`config.mk`:
```
export PLATFORM = sky130hd
export DESIGN_NAME = param_updown_counter
export DESIGN_NICKNAME = d
export VERILOG_FILES = /design/src/rtl/counter_pkg.sv /design/src/rtl/counter_next_calc.sv /design/src/rtl/param_updown_counter.sv
export SDC_FILE = /design/constraint.sdc
export NUM_CORES = 1
export LEC_CHECK = 0
export BUFFER_PORTS_ARGS = -buffer_cell sky130_fd_sc_hd__clkbuf_2
export CAP_MARGIN = 20
export CORE_AREA = 5 5 67 57
export DETAILED_ROUTE_END_ITERATION = 16
export DIE_AREA = 0 0 72 62
export GPL_TIMING_DRIVEN = 0
export PLACE_DENSITY = 0.73
export SLEW_MARGIN = 20
export SYNTH_ARGS = -nofsm -noshare
export SYNTH_HDL_FRONTEND = slang
export SYNTH_HIERARCHICAL = 1
export SYNTH_SLANG_ARGS = --single-unit
```
`constraint.sdc`:
```
create_clock -name clk -period 2.3 [get_ports clk]
set_input_delay 0.23 -clock clk [delete_from_list [all_inputs] [get_ports clk]]
set_output_delay 0.23 -clock clk [all_outputs]
set_load 0.01 [all_outputs]
```
`src/rtl/counter_pkg.sv`:
```
// Shared constants and helpers for the parametrised up/down counter.
// Direction/mode encodings and the clamp used for load and step limits.
package counter_pkg;

    localparam logic DIR_DOWN  = 1'b0;
    localparam logic DIR_UP    = 1'b1;
    localparam logic MODE_WRAP = 1'b0;
    localparam logic MODE_SAT  = 1'b1;

    function automatic logic [31:0] clamp_to_max(
        input logic [31:0] value,
        input logic [31:0] max
    );
        return (value > max) ? max : value;
    endfunction

endpackage

```
`src/rtl/counter_next_calc.sv`:
```
// Combinational next-count datapath with crossing detection.
// Sums are one bit wider than the count so nothing truncates mid-way.
module counter_next_calc
    import counter_pkg::*;
#(
    parameter int          WIDTH     = 8,
    parameter int unsigned MAX_COUNT = 2**WIDTH-1
) (
    input  logic [WIDTH-1:0] count,
    input  logic [WIDTH-1:0] s,
    input  logic             updown,
    input  logic             sat_mode,
    output logic [WIDTH-1:0] nxt,
    output logic             ovf,
    output logic             unf
);

    localparam logic [WIDTH:0] MAXV = (WIDTH+1)'(MAX_COUNT);
    localparam logic [WIDTH:0] MODV = MAXV + (WIDTH+1)'(1);

    logic [WIDTH:0] cnt_x;
    logic [WIDTH:0] s_x;
    logic [WIDTH:0] sum;
    logic [WIDTH:0] wrap_up;
    logic [WIDTH:0] wrap_dn;
    logic [WIDTH:0] diff;

    assign cnt_x   = {1'b0, count};
    assign s_x     = {1'b0, s};
    assign sum     = cnt_x + s_x;
    assign wrap_up = sum - MODV;
    assign diff    = cnt_x - s_x;
    assign wrap_dn = cnt_x + MODV - s_x;

    // Pick next value and flag a crossing of either bound.
    always_comb begin
        nxt = count;
        ovf = 1'b0;
        unf = 1'b0;
        if (updown == DIR_UP) begin
            if (sum > MAXV) begin
                ovf = 1'b1;
                nxt = (sat_mode == MODE_SAT) ? MAXV[WIDTH-1:0]
                                             : wrap_up[WIDTH-1:0];
            end else begin
                nxt = sum[WIDTH-1:0];
            end
        end else begin
            if (cnt_x < s_x) begin
                unf = 1'b1;
                nxt = (sat_mode == MODE_SAT) ? '0
                                             : wrap_dn[WIDTH-1:0];
            end else begin
                nxt = diff[WIDTH-1:0];
            end
        end
    end

endmodule

```
`src/rtl/param_updown_counter.sv`:
```
// Up/down counter with programmable modulus, step and wrap/saturate.
// Holds the state registers, clr > load > en priority and load clamping.
module param_updown_counter
    import counter_pkg::*;
#(
    parameter int          WIDTH     = 8,
    parameter int unsigned MAX_COUNT = 2**WIDTH-1,
    parameter int          STEP_W    = 4
) (
    input  logic              clk,
    input  logic              rst_n,
    input  logic              clr,
    input  logic              load,
    input  logic [WIDTH-1:0]  d_in,
    input  logic              en,
    input  logic              updown,
    input  logic              sat_mode,
    input  logic [STEP_W-1:0] step,
    output logic [WIDTH-1:0]  count,
    output logic              tc_up,
    output logic              tc_down,
    output logic              ovf,
    output logic              unf,
    output logic              load_err
);

    localparam logic [WIDTH-1:0] MAXW = WIDTH'(MAX_COUNT);

    logic [WIDTH-1:0] s;
    logic [WIDTH-1:0] d_clamped;
    logic             load_over;
    logic [WIDTH-1:0] nxt;
    logic             c_ovf;
    logic             c_unf;

    assign s         = WIDTH'(clamp_to_max(32'(step), 32'(MAX_COUNT)));
    assign d_clamped = WIDTH'(clamp_to_max(32'(d_in), 32'(MAX_COUNT)));
    assign load_over = 32'(d_in) > 32'(MAX_COUNT);

    assign tc_up   = (count == MAXW);
    assign tc_down = (count == '0);

    counter_next_calc #(
        .WIDTH     (WIDTH),
        .MAX_COUNT (MAX_COUNT)
    ) u_calc (
        .count    (count),
        .s        (s),
        .updown   (updown),
        .sat_mode (sat_mode),
        .nxt      (nxt),
        .ovf      (c_ovf),
        .unf      (c_unf)
    );

    // Count register and single-cycle status pulses.
    always_ff @(posedge clk or negedge rst_n) begin
        if (!rst_n) begin
            count    <= '0;
            ovf      <= 1'b0;
            unf      <= 1'b0;
            load_err <= 1'b0;
        end else begin
            ovf      <= 1'b0;
            unf      <= 1'b0;
            load_err <= 1'b0;
            if (clr) begin
                count <= '0;
            end else if (load) begin
                count    <= d_clamped;
                load_err <= load_over;
            end else if (en) begin
                count <= nxt;
                ovf   <= c_ovf;
                unf   <= c_unf;
            end
        end
    end

endmodule

```
==> impl_metrics.toml <==
[status]
status = "finished with violations"
violations = "setup timing"

[global_route]
grtUsageTotal = 0.166
antenna_found_initial = 0
grt_first_pass_wirelength_mm = 5.78
grt_max_degree = 11
grt_pass1_vias = 1273
grt-ovfl-total = 0

[die]
start_util = 0.468
dieArea_um2 = 4460
die_h_um = 62
core_um2 = 3020
core.rowCount = 18
die_w_um = 72
io_pins = 32

[finish]
fin_nets = 253
area_growth_pct = 35.6
layout-drive-gt1-share = 0.377
fin_cells = 255
num_antenna_cells = 0
final_area_um2 = 1920
fillerInstances = 274

[pwr]
max-vdd-ir-drop_mv = 0.439
power.leakage_nw = 0.864
p_total_mw = 0.917
p_per_area_nw_per_um2 = 478

[sta]
timing.final.crit_share = 1.05
setup_slack_ns = -0.105
hold_viol_final = 0
rsz0062_at_grt = "true"
min_period_ns = 2.41
finClkSkew_ns = 0.00185
timing.fmax_mhz = 416
setup_viol = 8
maxSlewViolCount = 0

[clock_network]
path_clk_slew_ns = 0.04
cts_made_buffers = 3
cts_tree = "yes"
cts_buffer_depth = 2
worstSkewPairLatency_ns = 0.24
cts_root_buf = "clkbuf_8"
h-tree-depth = 1
clock-sinks = 10

[routing]
final_antenna_net_count = 0
totalWireLength_mm = 3.70
drcViolationCount = 0
wl_per_cell_um = 14.5
first_pass_iters = 4
vias = 1390
vias_per_cell = 5.45
drt_iter0_drc = 69

[logic_synthesis]
synth_top_area_frac = 0.177
synth_cell_types = 46
ys_ff_latch = 10
synth.cell_area_um2 = 1410
synth_edf_count = 0
ys.flop_type = "dfrtp_1"
syn_inst = 166
yosys.area.top_type = "dfrtp_1"
yosysSeqAreaShare = 0.177
postSynth.asyncResetShare = 1.00
syn_area_per_cell_um2 = 8.52
synth.area.top_cells = "dfrtp_1 (18%), ha_1 (14%), mux2i_1 (5.7%)"
yosysWarnings = 6

[critical_path]
worstPathRequired_ns = 2.44
arrival_ns = 2.55
cp-end-kind = "flop"
critPathKind = "flop to flop"
start_kind = "flop"
cp_max_fo = 3

[placed_design]
port-buffer-count = 28
placed_area_um2 = 1640
place_inst = 242
dp.final_hpwl_mm = 2.75
dp_slack_ns = -0.221
place_congestion = 0.906

[run]
maxCapViolations = 0

[hold_path]
hold_class = "primary input to flop"
-- kinds of logic after synthesis --
group	Yosys count	synth area share
buffers and inverters	22	0.0672
other	1	0.00265
AOI/OAI and AO/OA	46	0.254
muxes	8	0.0566
DFF	10	0.177
and+or+nand+nor	56	0.242
adders and majority gates	18	0.170
xor gates and xnor gates	5	0.0310
-- area by class of cell --
type	count	area, um^2	area share
clock buffer	4	55.1	0.0287
buffer	6	38.8	0.0202
timing repair buffer	37	214	0.112
multi-input combinational	142	1240	0.649
tap	40	50.0	0.0261
inverter	16	60.1	0.0313
sequential	10	254	0.133
-- flip-flops by register name, summed over array words and instances, names as in the netlist --
register / flops
count: 8
unf: 1
ovf: 1
-- repair_timing --
action,in CTS,in global routing
endpoints found under the setup margin,8,8
pin swaps,17,16
hold buffers,1,0
gates resized for setup,22,11
buffers inserted,3,5
hold endpoints to repair,10,0
-- synthesized netlist by cell type (2+ instances only) --
cell type	n
a211oi_1	8
a21oi_1	9
a221o_1	2
and2_1	3
buf_4	3
clkbuf_1	2
dfrtp_1	10
fa_1	2
ha_1	16
inv_1	15
mux2i_1	8
nand2_1	2
nand2b_1	4
nand4_1	2
nor2_1	19
nor2b_1	10
nor3_1	5
nor4bb_1	2
o211ai_1	2
o21a_1	3
o21ai_0	4
o221ai_1	5
o22ai_1	2
or4_1	2
xnor2_1	5
-- cells in the final DEF (no fill, tap or decap), types with 5 or more instances in the layout --
cell type,instances
nor2_1,16
dfrtp_1,7
xnor2_1,5
a211oi_1,6
conb_1,9
clkbuf_2,28
buf_4,9
ha_1,13
a21oi_1,6
inv_1,14
mux2i_1,8
nor2b_1,10
-- worst max-delay path, cell delays in order (launching register included) --
cell and delay (ns):
dfrtp_2 0.40, inv_2 0.06, ha_4 0.16, fa_2 0.42, nor2b_4 0.17, o31ai_4 0.08, a211oi_2 0.28, nor3b_2 0.11
buf_4 0.16, nor2_4 0.06, o22a_2 0.13, mux2i_1 0.07, a211oi_1 0.22
-- through the flow --
step	TNS, ns	util	hold WS (ns)
after floorplan	0	-	-0.0656
after global placement	-1.39	0.543	0.105
after detailed placement	-1.43	0.543	0.107
after CTS	-0.507	0.606	0.256
after global routing	-1.42	0.635	0.272
final	-0.547	0.635	0.262
-- report_power, final --
part | internal (mW) | switching, mW
clock network | 0.150 | 0.0682
registers | 0.190 | 0.0249
logic | 0.227 | 0.257
total | 0.568 | 0.350
-- routing by layer --
layer | GRT usage | wire length (um)
met2 | 0.267 | 1700
met4 | 0.0590 | 54
met5 | 0 | 0
met1 | 0.232 | 1730
met3 | 0.0193 | 212
-- worst paths after layout --
check,slack (ns),cells past startpoint,to,from
setup / recovery,-0.11,12,count[1]$_DFFE_PN0P_,count[0]$_DFFE_PN0P_
hold / removal,0.26,3,count[3]$_DFFE_PN0P_,d_in[3]
setup reg to reg,-0.11,12,count[1]$_DFFE_PN0P_,count[0]$_DFFE_PN0P_
hold reg to reg,0.71,2,count[7]$_DFFE_PN0P_,count[7]$_DFFE_PN0P_
max in group asynchronous,1.70,2,count[0]$_DFFE_PN0P_,rst_n
min in group asynchronous,0.38,2,ovf$_DFF_PN0_,rst_n
Note: power is estimated with default switching activity, not from simulation.
